==> src/rtl/spi_pkg.sv <==
// Shared types and constants for the SPI mode-0 peripheral front end.
// Byte width, bit-counter width, FSM state encoding and the default fill byte.
package spi_pkg;

  localparam int SPI_BYTE_BITS = 8;
  localparam int SPI_CNT_BITS  = $clog2(SPI_BYTE_BITS);

  localparam logic [SPI_CNT_BITS-1:0]  SPI_LAST_BIT      = 3'd7;
  localparam logic [SPI_BYTE_BITS-1:0] IDLE_FILL_DEFAULT = 8'h00;

  typedef enum logic [1:0] {
    IDLE    = 2'd0,
    ADDRESS = 2'd1,
    LOAD    = 2'd2,
    DATA    = 2'd3
  } spi_state_e;

endpackage

==> src/rtl/spi_input_synchroniser.sv <==
// Multi-flop synchroniser for one asynchronous SPI pin, with edge pulses
// derived from the synchronised value (previous vs current sample).
module spi_input_synchroniser #(
  parameter int STAGES = 2
) (
  input  logic clk,
  input  logic reset,
  input  logic d,
  output logic q,
  output logic rise,
  output logic fall
);

  logic [STAGES-1:0] sync_r;
  logic              prev_r;

  // Synchroniser chain and one-sample history; clears to low so a pin held
  // low through reset never produces a spurious falling edge.
  always_ff @(posedge clk) begin
    if (reset) begin
      sync_r <= {STAGES{1'b0}};
      prev_r <= 1'b0;
    end else begin
      sync_r <= {sync_r[STAGES-2:0], d};
      prev_r <= sync_r[STAGES-1];
    end
  end

  assign q    = sync_r[STAGES-1];
  assign rise = q & ~prev_r;
  assign fall = ~q & prev_r;

endmodule

==> src/rtl/spi_peripheral_frontend.sv <==
// SPI mode-0 target: first byte of a chip-select window is the sub-peripheral
// address, later bytes are data in both directions; CIPO is shifted MSB first.
module spi_peripheral_frontend
  import spi_pkg::*;
#(
  parameter int                       SYNC_STAGES = 2,
  parameter logic [SPI_BYTE_BITS-1:0] IDLE_FILL   = IDLE_FILL_DEFAULT
) (
  input  logic                     clock_in,
  input  logic                     reset_in,
  input  logic                     spi_sclk_in,
  input  logic                     spi_cs_n_in,
  input  logic                     spi_copi_in,
  output logic                     spi_cipo_out,
  output logic [SPI_BYTE_BITS-1:0] address_out,
  output logic                     address_out_valid,
  output logic [SPI_BYTE_BITS-1:0] data_out,
  output logic                     data_out_valid,
  input  logic [SPI_BYTE_BITS-1:0] peripheral_data_in,
  input  logic                     peripheral_data_in_valid,
  output logic                     peripheral_data_read_out
);

  logic sclk_s, sclk_rise_s, sclk_fall_s;
  logic cs_s, cs_rise_s, cs_fall_s;
  logic copi_s, copi_rise_s, copi_fall_s;
  logic unused_ok_s;

  spi_state_e                state_r, state_nxt_s;
  logic [SPI_CNT_BITS-1:0]   bit_cnt_r, bit_cnt_nxt_s;
  logic [SPI_BYTE_BITS-1:0]  rx_r, rx_nxt_s, rx_shift_s;
  logic [SPI_BYTE_BITS-1:0]  tx_r, tx_nxt_s, tx_load_s;
  logic [SPI_BYTE_BITS-1:0]  address_r, address_nxt_s;
  logic [SPI_BYTE_BITS-1:0]  data_r, data_nxt_s;
  logic                      address_valid_r, address_valid_nxt_s;
  logic                      data_valid_r, data_valid_nxt_s;
  logic                      read_r, read_nxt_s;
  logic                      cipo_r, cipo_nxt_s;
  logic                      last_bit_s;

  spi_input_synchroniser #(.STAGES(SYNC_STAGES)) u_sync_sclk (
    .clk(clock_in), .reset(reset_in), .d(spi_sclk_in),
    .q(sclk_s), .rise(sclk_rise_s), .fall(sclk_fall_s)
  );

  spi_input_synchroniser #(.STAGES(SYNC_STAGES)) u_sync_cs_n (
    .clk(clock_in), .reset(reset_in), .d(spi_cs_n_in),
    .q(cs_s), .rise(cs_rise_s), .fall(cs_fall_s)
  );

  spi_input_synchroniser #(.STAGES(SYNC_STAGES)) u_sync_copi (
    .clk(clock_in), .reset(reset_in), .d(spi_copi_in),
    .q(copi_s), .rise(copi_rise_s), .fall(copi_fall_s)
  );

  assign unused_ok_s = ^{sclk_s, cs_rise_s, copi_rise_s, copi_fall_s};

  assign rx_shift_s = {rx_r[SPI_BYTE_BITS-2:0], copi_s};
  assign last_bit_s = (bit_cnt_r == SPI_LAST_BIT);
  assign tx_load_s  = peripheral_data_in_valid ? peripheral_data_in : IDLE_FILL;

  // Next-state and next-output decode; a byte finishing on the same sample
  // that cs_n rises is still completed before returning to IDLE.
  always_comb begin
    state_nxt_s         = state_r;
    bit_cnt_nxt_s       = bit_cnt_r;
    rx_nxt_s            = rx_r;
    tx_nxt_s            = tx_r;
    address_nxt_s       = address_r;
    data_nxt_s          = data_r;
    address_valid_nxt_s = address_valid_r;
    data_valid_nxt_s    = 1'b0;
    read_nxt_s          = 1'b0;
    cipo_nxt_s          = cipo_r;

    case (state_r)
      IDLE: begin
        cipo_nxt_s          = 1'b0;
        address_valid_nxt_s = 1'b0;
        if (cs_fall_s) begin
          state_nxt_s   = ADDRESS;
          bit_cnt_nxt_s = {SPI_CNT_BITS{1'b0}};
          rx_nxt_s      = {SPI_BYTE_BITS{1'b0}};
        end else begin
          state_nxt_s = IDLE;
        end
      end
      ADDRESS: begin
        cipo_nxt_s = 1'b0;
        if (sclk_rise_s && last_bit_s) begin
          rx_nxt_s            = rx_shift_s;
          bit_cnt_nxt_s       = {SPI_CNT_BITS{1'b0}};
          address_nxt_s       = rx_shift_s;
          address_valid_nxt_s = ~cs_s;
          state_nxt_s         = cs_s ? IDLE : LOAD;
        end else if (cs_s) begin
          address_valid_nxt_s = 1'b0;
          state_nxt_s         = IDLE;
        end else if (sclk_rise_s) begin
          rx_nxt_s      = rx_shift_s;
          bit_cnt_nxt_s = bit_cnt_r + 3'd1;
        end else begin
          state_nxt_s = ADDRESS;
        end
      end
      LOAD: begin
        if (cs_s) begin
          address_valid_nxt_s = 1'b0;
          cipo_nxt_s          = 1'b0;
          state_nxt_s         = IDLE;
        end else begin
          tx_nxt_s      = tx_load_s;
          read_nxt_s    = peripheral_data_in_valid;
          cipo_nxt_s    = tx_load_s[SPI_BYTE_BITS-1];
          bit_cnt_nxt_s = {SPI_CNT_BITS{1'b0}};
          state_nxt_s   = DATA;
        end
      end
      DATA: begin
        if (sclk_rise_s && last_bit_s) begin
          rx_nxt_s         = rx_shift_s;
          bit_cnt_nxt_s    = {SPI_CNT_BITS{1'b0}};
          data_nxt_s       = rx_shift_s;
          data_valid_nxt_s = 1'b1;
          if (cs_s) begin
            address_valid_nxt_s = 1'b0;
            cipo_nxt_s          = 1'b0;
            state_nxt_s         = IDLE;
          end else begin
            state_nxt_s = LOAD;
          end
        end else if (cs_s) begin
          address_valid_nxt_s = 1'b0;
          cipo_nxt_s          = 1'b0;
          state_nxt_s         = IDLE;
        end else if (sclk_rise_s) begin
          rx_nxt_s      = rx_shift_s;
          bit_cnt_nxt_s = bit_cnt_r + 3'd1;
        end else if (sclk_fall_s && (bit_cnt_r != 3'd0)) begin
          // Count zero on a fall means the fresh byte's MSB is already out.
          tx_nxt_s   = {tx_r[SPI_BYTE_BITS-2:0], 1'b0};
          cipo_nxt_s = tx_r[SPI_BYTE_BITS-2];
        end else begin
          state_nxt_s = DATA;
        end
      end
      default: begin
        address_valid_nxt_s = 1'b0;
        cipo_nxt_s          = 1'b0;
        state_nxt_s         = IDLE;
      end
    endcase
  end

  // State, datapath and registered outputs.
  always_ff @(posedge clock_in) begin
    if (reset_in) begin
      state_r         <= IDLE;
      bit_cnt_r       <= {SPI_CNT_BITS{1'b0}};
      rx_r            <= {SPI_BYTE_BITS{1'b0}};
      tx_r            <= {SPI_BYTE_BITS{1'b0}};
      address_r       <= {SPI_BYTE_BITS{1'b0}};
      data_r          <= {SPI_BYTE_BITS{1'b0}};
      address_valid_r <= 1'b0;
      data_valid_r    <= 1'b0;
      read_r          <= 1'b0;
      cipo_r          <= 1'b0;
    end else begin
      state_r         <= state_nxt_s;
      bit_cnt_r       <= bit_cnt_nxt_s;
      rx_r            <= rx_nxt_s;
      tx_r            <= tx_nxt_s;
      address_r       <= address_nxt_s;
      data_r          <= data_nxt_s;
      address_valid_r <= address_valid_nxt_s;
      data_valid_r    <= data_valid_nxt_s;
      read_r          <= read_nxt_s;
      cipo_r          <= cipo_nxt_s;
    end
  end

  assign spi_cipo_out             = cipo_r;
  assign address_out              = address_r;
  assign address_out_valid        = address_valid_r;
  assign data_out                 = data_r;
  assign data_out_valid           = data_valid_r;
  assign peripheral_data_read_out = read_r;

endmodule
==> config.mk <==
export PLATFORM = sky130hd
export DESIGN_NAME = spi_peripheral_frontend
export DESIGN_NICKNAME = d
export VERILOG_FILES = /design/src/rtl/spi_pkg.sv /design/src/rtl/spi_input_synchroniser.sv /design/src/rtl/spi_peripheral_frontend.sv
export SDC_FILE = /design/constraint.sdc
export NUM_CORES = 1
export LEC_CHECK = 0
export ABC_AREA = 0
export BUFFER_PORTS_ARGS = -buffer_cell sky130_fd_sc_hd__buf_2
export CAP_MARGIN = 20
export CORE_UTILIZATION = 40
export DETAILED_ROUTE_END_ITERATION = 16
export HOLD_SLACK_MARGIN = 0.06
export PLACE_DENSITY = 0.69
export SYNTH_ARGS = -nofsm -noshare
export SYNTH_HDL_FRONTEND = slang
export SYNTH_SLANG_ARGS = --single-unit
export TNS_END_PERCENT = 10
==> constraint.sdc <==
create_clock -name clock_in -period 2 [get_ports clock_in]
set_input_delay 0.4 -clock clock_in [delete_from_list [all_inputs] [get_ports clock_in]]
set_output_delay 0.4 -clock clock_in [all_outputs]
set_load 0.02 [all_outputs]
==> metrics.log <==
[metrics] Setup crit end kind: flop
[metrics] nets in the synthesized netlist: 223
[metrics] number of antenna violations at the first check in global routing: 0
[metrics] pre-CTS setup slack: 0.398 ns
[metrics] result of the run: complete, but fails checks
[metrics] Fmax achieved: 0.625 GHz
[metrics] total inserted antenna cells: 0
[metrics] Sink Count: 47
[metrics] Ys Warns: 0
[metrics] worst hold slack across all endpoints: 0.308 ns
[metrics] share of the clock period used by the worst path: 80.1%
[metrics] number of setup buffers added after CTS: 0
[metrics] area of the mapped netlist: 0.00191 mm^2
[metrics] insertion delay of the later-clocked pin in the worst-skew pair: 0.30 ns
[metrics] worst-path maximum fanout: 8
[metrics] Chip Height: 71.1 um
[metrics] setup violators final: 0
[metrics] number of global-route vias before repair: 1399
[metrics] flop and latch count out of synthesis: 47
[metrics] leakage dissipation: 0.873 nW
[metrics] skew final: 0.00614 ns
[metrics] commonest cells after routing, fill and taps aside: sky130_fd_sc_hd__dfxtp_1, sky130_fd_sc_hd__buf_2, sky130_fd_sc_hd__a21oi_1
[metrics] vias after detailed routing: 1536
[metrics] DRC violations left: 1
[metrics] final routed wire length divided by cell count: 12.8 um
[metrics] sequential share of the synthesized area: 49.3%
[metrics] Total GRT Usage: 16.1%
[metrics] time the final worst path needs with I/O delays and setup: 1.60 ns
[metrics] largest vdd supply drop: 0.755 mV
[metrics] pin count of the biggest net entering global routing: 21
[metrics] Final Max Slew Viols: 0
[metrics] die outline area: 0.00505 mm^2
[metrics] Detailed Route WL: 3700 um
[metrics] violated checks: design-rule violations
[metrics] Routability Congestion: 0.746
[metrics] count of pins on the block boundary: 34
[metrics] multi-input logic area: 877 um^2
[metrics] Setup TNS Final: 0 ns
[metrics] Avg Cell Area, Syn: 9.26 um^2
[metrics] ordered list of cells on the worst path: ha_1 > ha_1 > nand3b_4 > nor2_4 > mux2i_1 > nor2_1
[metrics] P per Cell Area: 764 mW/mm^2
[metrics] area added between synthesis and finish: 15.1%
[metrics] number of H-tree levels: 2
[metrics] overflow left after global routing: 0
[metrics] worst-margin pin slew: 0.479 ns
[metrics] RSZ-0062 raised after global routing: false
[metrics] router iterations before antenna repair: 10
[metrics] clk slew on worst S/H paths: 0.08 ns
[metrics] number of nets in the layout: 254
[metrics] first-pass GRT wire length: 6310 um
[metrics] count of routing violations after the opening detailed-route iteration: 84
[metrics] crit path kind: reg2reg
[metrics] sequential cell area: 941 um^2
[metrics] starting density of the core: 42.6%
[metrics] number of maximum-capacitance violations: 0
[metrics] cell at the root of the clock tree: sky130_fd_sc_hd__clkbuf_8
[metrics] count of buffers inserted at the top-level ports: 33
[metrics] cell with the most instances on the worst path: sky130_fd_sc_hd__ha_1
[metrics] Inserted Clock Buffers: 5
[metrics] number of filler instances in the final layout: 443
[metrics] largest incremental delay on the critical path: 0.36 ns
[metrics] Critical Path RT: 2.18 ns
[metrics] nature of the critical path startpoint: flop
[metrics] master of the slowest instance on the critical path: sky130_fd_sc_hd__dfxtp_1
[metrics] Core Rows: 24
[metrics] area of the core: 0.00447 mm^2
[metrics] Resized Gates After CTS: 0
[metrics] Post-Place Cells: 282
[metrics] final antenna-violating net count: 0
[metrics] setup slack after layout: 0.399 ns
[metrics] Final Hold Viols: 0
[metrics] number of buffers on the longest clock path: 2
[metrics] final HPWL from detailed placement: 2530 um
[metrics] Hold Buf Count CTS: 0
[metrics] arrival time at the worst endpoint: 1.79 ns
[metrics] count of mapped cells out of synthesis: 206
[metrics] number of unique standard cell types used by synthesis: 34
[metrics] post-detailed-route via-to-cell ratio: 5.31
[metrics] clock tree from TritonCTS: done
[metrics] type of the worst min-delay path: in2reg
[metrics] most common cell after layout, fill and taps aside: sky130_fd_sc_hd__dfxtp_1
[metrics] headroom to the max-slew limit: 68.0%
[metrics] die width: 71.1 um
[metrics] Post-Layout Cell Count: 289
[metrics] proportion of layout cells with a drive suffix above 1: 22.4%
sequential cells by signal, summed over array words and instances (netlist names):
signal,cells
bit_cnt_r,3
u_sync_cs_n.prev_r,1
u_sync_sclk.sync_r,2
state_r,2
address_out_valid,1
rx_r,7
tx_r,7
u_sync_copi.sync_r,2
data_out_valid,1
u_sync_sclk.prev_r,1
u_sync_cs_n.sync_r,2
peripheral_data_read_out,1
spi_cipo_out,1
address_out,8
data_out,8
synth_stat cells:
library cell | number | share of area, %
sky130_fd_sc_hd__nor4_1 | 1 | 0.33
sky130_fd_sc_hd__ha_1 | 3 | 2.0
sky130_fd_sc_hd__buf_2 | 4 | 1.0
sky130_fd_sc_hd__clkbuf_8 | 1 | 0.72
sky130_fd_sc_hd__a21oi_1 | 25 | 6.6
sky130_fd_sc_hd__dfxtp_1 | 47 | 49
sky130_fd_sc_hd__o21ai_0 | 1 | 0.26
sky130_fd_sc_hd__nand3_1 | 22 | 5.8
sky130_fd_sc_hd__nor2_1 | 14 | 2.8
sky130_fd_sc_hd__and2_4 | 1 | 0.46
sky130_fd_sc_hd__nand3b_4 | 1 | 1.0
sky130_fd_sc_hd__and3_1 | 7 | 2.3
sky130_fd_sc_hd__a21bo_2 | 1 | 0.52
sky130_fd_sc_hd__mux2i_1 | 9 | 4.7
sky130_fd_sc_hd__nor2b_1 | 11 | 3.6
sky130_fd_sc_hd__nand2_2 | 2 | 0.66
sky130_fd_sc_hd__a22oi_1 | 2 | 0.79
sky130_fd_sc_hd__or2_1 | 1 | 0.33
sky130_fd_sc_hd__nor2_4 | 1 | 0.59
sky130_fd_sc_hd__a211oi_1 | 1 | 0.39
sky130_fd_sc_hd__and4bb_1 | 1 | 0.66
sky130_fd_sc_hd__and3b_2 | 1 | 0.52
sky130_fd_sc_hd__nand2b_1 | 2 | 0.66
sky130_fd_sc_hd__buf_6 | 2 | 1.2
sky130_fd_sc_hd__a2111oi_0 | 7 | 3.2
sky130_fd_sc_hd__nand4_1 | 2 | 0.66
sky130_fd_sc_hd__nand2_1 | 14 | 2.8
sky130_fd_sc_hd__a32o_1 | 1 | 0.52
sky130_fd_sc_hd__inv_1 | 3 | 0.59
sky130_fd_sc_hd__clkbuf_1 | 6 | 1.2
sky130_fd_sc_hd__nor3_1 | 9 | 2.4
sky130_fd_sc_hd__and4bb_2 | 1 | 0.66
sky130_fd_sc_hd__and2_0 | 1 | 0.33
sky130_fd_sc_hd__a21boi_2 | 1 | 0.59
logic make-up (layout without fill, tap and decap cells):
kind of cell | after synthesis | after routing | synth area share (%)
AOI/OAI and AO/OA | 39 | 39 | 12.9
muxes | 9 | 9 | 4.72
DFF | 47 | 47 | 49.3
adders and majority gates | 3 | 3 | 1.97
buffers and inverters | 16 | 47 | 4.72
and+or+nand+nor | 92 | 92 | 26.4
per-layer routing:
layer	track usage, %	vias to the layer above	wire length, um
li1	-	791	-
met2	25.6	33	1690
met1	21.1	707	1820
met4	6.67	0	47
met5	0	-	0
met3	3.42	5	146
worst paths after layout:
kind	to	slack, ns	start	cells past startpoint
worst max register to register	data_out[2]$_SDFFE_PP0P_	0.40	bit_cnt_r[1]$_SDFFE_PP0P_	6
worst min-delay path	u_sync_cs_n.sync_r[0]$_SDFF_PP0_	0.31	spi_cs_n_in	2
worst max-delay path	data_out[2]$_SDFFE_PP0P_	0.40	bit_cnt_r[1]$_SDFFE_PP0P_	6
worst min register to register	u_sync_sclk.sync_r[1]$_SDFF_PP0_	0.44	u_sync_sclk.sync_r[0]$_SDFF_PP0_	1
power by group:
group          internal [W]  switching [W]
clock              0.000365       0.000309
sequential         0.000942     0.00000745
combinational     0.0000239      0.0000306
total               0.00133       0.000347
critical path, delay by kind of cell (launching register included):
| family | cells | cell delay (ns) |
|---|---|---|
| adders and majority gates | 2 | 0.40 |
| DFF | 1 | 0.36 |
| muxes | 1 | 0.23 |
| and+or+nand+nor | 3 | 0.50 |
area by class of cell:
class	instances	area share, %
well taps	52	2.96
repair buffers	37	8.89
multi-input cells	143	39.9
clock buffers	5	3.13
inverters	3	0.513
flip-flops and latches	47	42.8
clock inverters	2	1.71
metrics by stage:
| step | area [um^2] | utilization (%) | total power, W |
|---|---|---|---|
| 6_report | 2200 | 49.1 | 0.00168 |
| 5_1_grt | 2200 | 49.1 | 0.00174 |
| 4_1_cts | 2200 | 49.1 | 0.00170 |
| 3_5_place_dp | 2090 | 46.7 | 0.00103 |
| 3_3_place_gp | 2090 | 46.7 | 0.00103 |
| 2_1_floorplan | 1910 | - | 0.00100 |
Note: power is estimated with default switching activity, not from simulation.
